$ cat config.mk
export PLATFORM = sky130hd
export DESIGN_NAME = fetch_unit_flat
export DESIGN_NICKNAME = d
export VERILOG_FILES = /design/src/rtl/fetch_unit_if.sv /design/src/rtl/fetch_unit.sv /design/src/flat_wrapper.sv
export SDC_FILE = /design/constraint.sdc
export NUM_CORES = 1
export LEC_CHECK = 0
export BUFFER_PORTS_ARGS = -buffer_cell sky130_fd_sc_hd__buf_2
export CAP_MARGIN = 40
export CORE_MARGIN = 2
export CORE_UTILIZATION = 45
export DETAILED_ROUTE_END_ITERATION = 6
export PLACE_DENSITY = 0.67
export SYNTH_ARGS = -nofsm -noshare
export SYNTH_HDL_FRONTEND = slang
export SYNTH_SLANG_ARGS = --single-unit
$ cat constraint.sdc
create_clock -name clk_i -period 8.05 [get_ports clk_i]
set_clock_uncertainty 0.1 [all_clocks]
set_input_delay 2.415 -clock clk_i [delete_from_list [all_inputs] [get_ports clk_i]]
set_output_delay 2.415 -clock clk_i [all_outputs]
set_load 0.02 [all_outputs]
$ cat src/rtl/fetch_unit_if.sv
// Fetch unit bus bundle: redirect input, instruction-memory
// req/gnt/rvalid channel and the valid/ready link to decode.
interface fetch_unit_if;
  logic        redirect_i;
  logic [31:0] redirect_pc_i;
  logic        imem_req_o;
  logic [31:0] imem_addr_o;
  logic        imem_gnt_i;
  logic        imem_rvalid_i;
  logic [31:0] imem_rdata_i;
  logic        if_valid_o;
  logic [31:0] if_pc_o;
  logic [31:0] if_instr_o;
  logic        if_ready_i;

  modport master (
    input  redirect_i,
    input  redirect_pc_i,
    output imem_req_o,
    output imem_addr_o,
    input  imem_gnt_i,
    input  imem_rvalid_i,
    input  imem_rdata_i,
    output if_valid_o,
    output if_pc_o,
    output if_instr_o,
    input  if_ready_i
  );

  modport slave (
    output redirect_i,
    output redirect_pc_i,
    input  imem_req_o,
    input  imem_addr_o,
    output imem_gnt_i,
    output imem_rvalid_i,
    output imem_rdata_i,
    input  if_valid_o,
    input  if_pc_o,
    input  if_instr_o,
    output if_ready_i
  );
endinterface

$ cat src/rtl/fetch_unit.sv
// Instruction fetch stage: sequential PC generation, credit-limited
// memory requests, instruction buffer and redirect flush/discard.
module fetch_unit #(
  parameter logic [31:0] RESET_PC   = 32'h0000_0000,
  parameter int          FIFO_DEPTH = 2
) (
  input logic         clk_i,
  input logic         rst_i,
  fetch_unit_if.master bus
);

  localparam int PW = (FIFO_DEPTH > 1) ? $clog2(FIFO_DEPTH) : 1;
  localparam int CW = $clog2(FIFO_DEPTH + 1);

  typedef logic [PW-1:0] ptr_t;
  typedef logic [CW-1:0] cnt_t;

  localparam ptr_t        LAST  = ptr_t'(FIFO_DEPTH - 1);
  localparam logic [CW:0] LIMIT = (CW+1)'(FIFO_DEPTH);

  logic [31:0] fetch_pc;

  logic [31:0] buf_pc    [FIFO_DEPTH];
  logic [31:0] buf_instr [FIFO_DEPTH];
  ptr_t        buf_rd;
  ptr_t        buf_wr;
  cnt_t        buf_cnt;

  logic [31:0] tag_q [FIFO_DEPTH];
  ptr_t        tag_rd;
  ptr_t        tag_wr;

  cnt_t        outstanding;
  cnt_t        discard;

  logic [CW:0] used;
  logic        req;
  logic        grant;
  logic        resp;
  logic        drop;
  logic        push;
  logic        has;
  logic        valid;
  logic        pop;

  function automatic ptr_t inc(input ptr_t p);
    return (p == LAST) ? '0 : p + ptr_t'(1);
  endfunction

  // Credits count both in-flight requests and buffered entries, so
  // every granted request is guaranteed a buffer slot on return.
  assign used  = {1'b0, outstanding} + {1'b0, buf_cnt};
  assign req   = !rst_i && !bus.redirect_i && (used < LIMIT);
  assign grant = req && bus.imem_gnt_i;
  assign resp  = bus.imem_rvalid_i && (outstanding != '0);
  assign drop  = resp && (discard != '0);
  assign push  = resp && !drop;
  assign has   = (buf_cnt != '0);
  assign valid = has && !bus.redirect_i;
  assign pop   = valid && bus.if_ready_i;

  assign bus.imem_req_o  = req;
  assign bus.imem_addr_o = fetch_pc;
  assign bus.if_valid_o  = valid;
  assign bus.if_pc_o     = has ? buf_pc[buf_rd] : '0;
  assign bus.if_instr_o  = has ? buf_instr[buf_rd] : '0;

  // Control state: pc, pointers, counters, redirect flush.
  always_ff @(posedge clk_i or posedge rst_i) begin
    if (rst_i) begin
      fetch_pc    <= RESET_PC;
      buf_rd      <= '0;
      buf_wr      <= '0;
      buf_cnt     <= '0;
      tag_rd      <= '0;
      tag_wr      <= '0;
      outstanding <= '0;
      discard     <= '0;
    end else begin
      outstanding <= outstanding + cnt_t'(grant) - cnt_t'(resp);
      if (grant) tag_wr <= inc(tag_wr);
      if (resp)  tag_rd <= inc(tag_rd);
      if (bus.redirect_i) begin
        fetch_pc <= bus.redirect_pc_i & 32'hFFFF_FFFC;
        buf_rd   <= '0;
        buf_wr   <= '0;
        buf_cnt  <= '0;
        discard  <= outstanding - cnt_t'(resp);
      end else begin
        if (grant) fetch_pc <= fetch_pc + 32'd4;
        if (drop)  discard  <= discard - cnt_t'(1);
        if (push)  buf_wr   <= inc(buf_wr);
        if (pop)   buf_rd   <= inc(buf_rd);
        buf_cnt <= buf_cnt + cnt_t'(push) - cnt_t'(pop);
      end
    end
  end

  // Storage: tag of each granted request, buffered {pc, instr}.
  always_ff @(posedge clk_i) begin
    if (grant) tag_q[tag_wr] <= fetch_pc;
    if (push && !bus.redirect_i) begin
      buf_pc[buf_wr]    <= tag_q[tag_rd];
      buf_instr[buf_wr] <= bus.imem_rdata_i;
    end
  end

endmodule

$ cat src/flat_wrapper.sv
// flat-port wrapper written by rule: the top's interface ports become plain ports
module fetch_unit_flat 
#(
  parameter logic [31:0] RESET_PC   = 32'h0000_0000,
  parameter int          FIFO_DEPTH = 2
)
  (clk_i, rst_i, bus_redirect_i, bus_redirect_pc_i, bus_imem_req_o, bus_imem_addr_o, bus_imem_gnt_i, bus_imem_rvalid_i, bus_imem_rdata_i, bus_if_valid_o, bus_if_pc_o, bus_if_instr_o, bus_if_ready_i);
  fetch_unit_if bus_i ();
  input logic clk_i;
  input logic rst_i;
  input wire logic [$bits(bus_i.redirect_i)-1:0] bus_redirect_i;
  input wire logic [$bits(bus_i.redirect_pc_i)-1:0] bus_redirect_pc_i;
  output wire logic [$bits(bus_i.imem_req_o)-1:0] bus_imem_req_o;
  output wire logic [$bits(bus_i.imem_addr_o)-1:0] bus_imem_addr_o;
  input wire logic [$bits(bus_i.imem_gnt_i)-1:0] bus_imem_gnt_i;
  input wire logic [$bits(bus_i.imem_rvalid_i)-1:0] bus_imem_rvalid_i;
  input wire logic [$bits(bus_i.imem_rdata_i)-1:0] bus_imem_rdata_i;
  output wire logic [$bits(bus_i.if_valid_o)-1:0] bus_if_valid_o;
  output wire logic [$bits(bus_i.if_pc_o)-1:0] bus_if_pc_o;
  output wire logic [$bits(bus_i.if_instr_o)-1:0] bus_if_instr_o;
  input wire logic [$bits(bus_i.if_ready_i)-1:0] bus_if_ready_i;
  assign bus_i.redirect_i = bus_redirect_i;
  assign bus_i.redirect_pc_i = bus_redirect_pc_i;
  assign bus_imem_req_o = bus_i.imem_req_o;
  assign bus_imem_addr_o = bus_i.imem_addr_o;
  assign bus_i.imem_gnt_i = bus_imem_gnt_i;
  assign bus_i.imem_rvalid_i = bus_imem_rvalid_i;
  assign bus_i.imem_rdata_i = bus_imem_rdata_i;
  assign bus_if_valid_o = bus_i.if_valid_o;
  assign bus_if_pc_o = bus_i.if_pc_o;
  assign bus_if_instr_o = bus_i.if_instr_o;
  assign bus_i.if_ready_i = bus_if_ready_i;
  fetch_unit #(.RESET_PC(RESET_PC), .FIFO_DEPTH(FIFO_DEPTH)) u_core (.clk_i(clk_i), .rst_i(rst_i), .bus(bus_i));
endmodule
==> run summary <==
Syn avg cell area - 14.6 um^2
Yosys reg bits - 224
# IOs - 168
Via count - 5754
Number of global-route vias before repair - 5763
Switching Power - 1.09 mW
Drt first-iter violations - 531
Crit path max fanout - 34
Multiplexer area fraction after synthesis - 11.2%
Largest net degree at the start of global routing - 63
Synthesized area - 0.00926 mm^2
FF-to-FF Start - u_core.buf_cnt[0]
Grt total ovfl - 0
Post-synth top area share - 59.7%
CP bufs+invs - 2
CTS max path bufs - 3
Routed WL - 19200 um
Leakage power - 4.19 nW
Sequential fraction of the synthesis area - 70.5%
Clock buffer count from CTS - 24
DIE AREA - 0.0217 mm^2
Die W - 147 um
Initial antenna violation count - 0
Max-slew violations - 0
CP top delay family - buffers and inverters
Part of the power in registers - 42.3%
Synth Area in Compound Gates - 3.36%
I/O Buffers - 161
Synth Area in Simple Gates - 9.94%
DRC errors left - 0
Combinational power share - 26.3%
Antenna cells - 0
Postcts setup bufs - 0
Hold Violations, Final - 0
Worst-Skew Late Latency - 0.52 ns
Largest family of logic cells by synthesized area - multiplexers
Internal Pwr Total - 2.42 mW
Rows - 52
Post-DRT Antenna Nets - 0
Detailed-route vias per instance - 5.27
WP data required - 5.54 ns
Synth warn - 0
Sw Share - 31.1%
1st-pass router iterations - 5
Outcome - finished, final reports clean
Layout cell share with drive strength beyond 1 - 30.7%
Achievable Freq - 172 MHz
Synth Area in XOR/XNOR - 1.80%
CTS tree - built
Area of the core - 0.0202 mm^2
Post-synth EDFFs - 184
Fin crit period - 5.81 ns
Slew Limit Headroom - 46.9%
CP max stage cell - nor4_1
HP Class - reg -> reg
Startpoint types - input pin
Setup TNS - 0 ns
Clk root buf - clkbuf_16
Post-Syn Instances - 635
Pwr dens - 313 mW/mm^2
Top cells by area, synth - edfxtp_1, dfrtp_1, mux2i_1
CTS H-tree depth - 1
Crit Path Class - in -> out
CP endpoint kind - output pin
GR Util All Layers - 17.5%
Layout area overhead - 21.4%
Hold-fix buffers, CTS - 0
Initial Utilization - 45.8%
Library cells used by synthesis - 44
Total power - 3.52 mW
Clock tree sinks - 224
DPL Wire Length - 12700 um
Hold path start - u_core.tag_wr
Fin nets - 881
Crit path largest cell delay - 0.37 ns
Adder-cell share of the synthesized area - 1.03%
Crit-path most repeated cell - buf_2
VDD IR max - 173 uV
Setup violations, final - 0
Post-CTS resize count - 0
RSZ-0062 raised after global routing - false
Worst slew pin tran - 0.790 ns
Die H - 147 um
Predominant post-synthesis flop cell - edfxtp_1
Cell accounting for the most synthesized area - edfxtp_1
WP data arrival - 3.30 ns
Maxcap violations - 0
Ys async rst share - 17.9%
Crit-path cells - buf_2 > nor4_1 > buf_2
Clk network pwr share - 31.3%
Routability cong. - 0.859
Critical Path Start - bus_redirect_i
First-pass GRT wire length - 30200 um
Period utilization - 72.2%
Clk slew on worst S/H paths - 0.06 ns
DR WL/cell - 17.6 um
## synth_stat cells, types with 4 or more instances
library cell    n
a31oi_1         5
and4_1          4
buf_4           4
clkbuf_1       24
dfrtp_1        40
edfxtp_1      184
ha_1            6
inv_1          16
mux2_2         32
mux2i_1        68
nand2_1        33
nand3_1        12
nand4_1        15
nor2_1         83
nor3_1          9
nor4_1         12
o21ai_0        17
o311ai_0       12
o31ai_1         4
or3_1           4
xnor2_1        10
xor2_1          9
## per-stage QoR
| step | cell area (um^2) | std cells | utilization, % | hold slack (ns) | worst slack [ns] |
|---|---|---|---|---|---|
| floorplan | 9270 | 638 | - | 0.356 | 0.0530 |
| global placement | 10400 | 1045 | 51.2 | 0.396 | 2.28 |
| detailed placement | 10400 | 1048 | 51.5 | 0.396 | 2.24 |
| CTS | 11200 | 1091 | 55.5 | 0.407 | 2.23 |
| global route | 11200 | 1091 | 55.5 | 0.420 | 2.16 |
| finish | 11200 | 1091 | 55.5 | 0.406 | 2.24 |
## kinds of logic (layout without fill, tap and decap cells)
| group | after synthesis | in the layout |
|---|---|---|
| compound gates | 45 | 45 |
| xor+xnor | 19 | 19 |
| fa+ha+maj | 7 | 7 |
| buf+inv | 48 | 231 |
| flops | 224 | 224 |
| mux | 100 | 100 |
| other cells | 1 | 4 |
| simple gates | 191 | 191 |
## worst reg2reg max path, delay by kind of cell (launching register included)
| family | cells | cell delay, ns |
|---|---|---|
| simple gates | 4 | 1.78 |
| fa+ha+maj | 1 | 0.47 |
| flops | 1 | 0.40 |
| compound gates | 1 | 0.40 |
| buf+inv | 1 | 0.08 |
## area by class of cell
cell class	count	area (um^2)
clock buffers	31	658
clock inverters	12	153
fillers	1642	8990
inverters	16	60.1
multi-input cells	366	2570
flip-flops and latches	224	6530
well taps	270	338
repair buffers	172	932
## path summary, 6_finish.rpt
kind                                              endpoint  slack [ns]  cells after the start
max in group asynchronous                    u_core.buf_rd        5.48                      3
worst max register to register  u_core.bus.imem_addr_o[19]        4.69                      7
worst min register to register               u_core.tag_wr        0.41                      1
min in group asynchronous            u_core.outstanding[1]        1.97                      3
worst min-delay path                         u_core.tag_wr        0.41                      1
worst max-delay path                        bus_imem_req_o        2.24                      3
## metal layers
metal / vias up / wire [um] / global-route usage [%]
met5: - / 0 / 0
met4: 0 / 687 / 6.78
met3: 45 / 1190 / 3.49
met2: 203 / 9120 / 29.0
met1: 2784 / 8220 / 23.1
li1: 2722 / - / -
## power groups by stage
stage	Combinational (mW)	Sequential, mW	Clock (mW)
after floorplan	0.649	1.49	0
after global placement	0.870	1.54	0
after detailed placement	0.942	1.51	0
after CTS	0.946	1.49	1.12
after global routing	1.01	1.50	1.17
final	0.926	1.49	1.10
## flip-flops by register name, indices dropped and copies added (netlist names)
signal / flops
u_core.outstanding: 2
u_core.tag_wr: 1
u_core.discard: 2
u_core.tag_q: 60
u_core.bus.imem_addr_o: 30
u_core.buf_rd: 1
u_core.buf_pc: 60
u_core.buf_wr: 1
u_core.tag_rd: 1
u_core.buf_instr: 64
u_core.buf_cnt: 2
## cell usage in the layout (no fill, tap or decap), types with 4 or more instances in the layout
| cell | count |
|---|---|
| clkbuf_16 | 25 |
| edfxtp_1 | 184 |
| mux2i_1 | 68 |
| buf_4 | 8 |
| buf_2 | 161 |
| nand2_1 | 33 |
| and4_1 | 4 |
| conb_1 | 4 |
| ha_1 | 6 |
| or3_1 | 4 |
| inv_1 | 16 |
| nor2_1 | 82 |
| o311ai_0 | 12 |
| mux2_2 | 32 |
| nand3_1 | 12 |
| o31ai_1 | 4 |
| dfrtp_1 | 39 |
| nor4_1 | 12 |
| clkbuf_1 | 5 |
| nand4_1 | 15 |
| xnor2_1 | 10 |
| a31oi_1 | 5 |
| xor2_1 | 9 |
| nor3_1 | 7 |
| o21ai_0 | 17 |
Power figures use the tool's default switching activity.
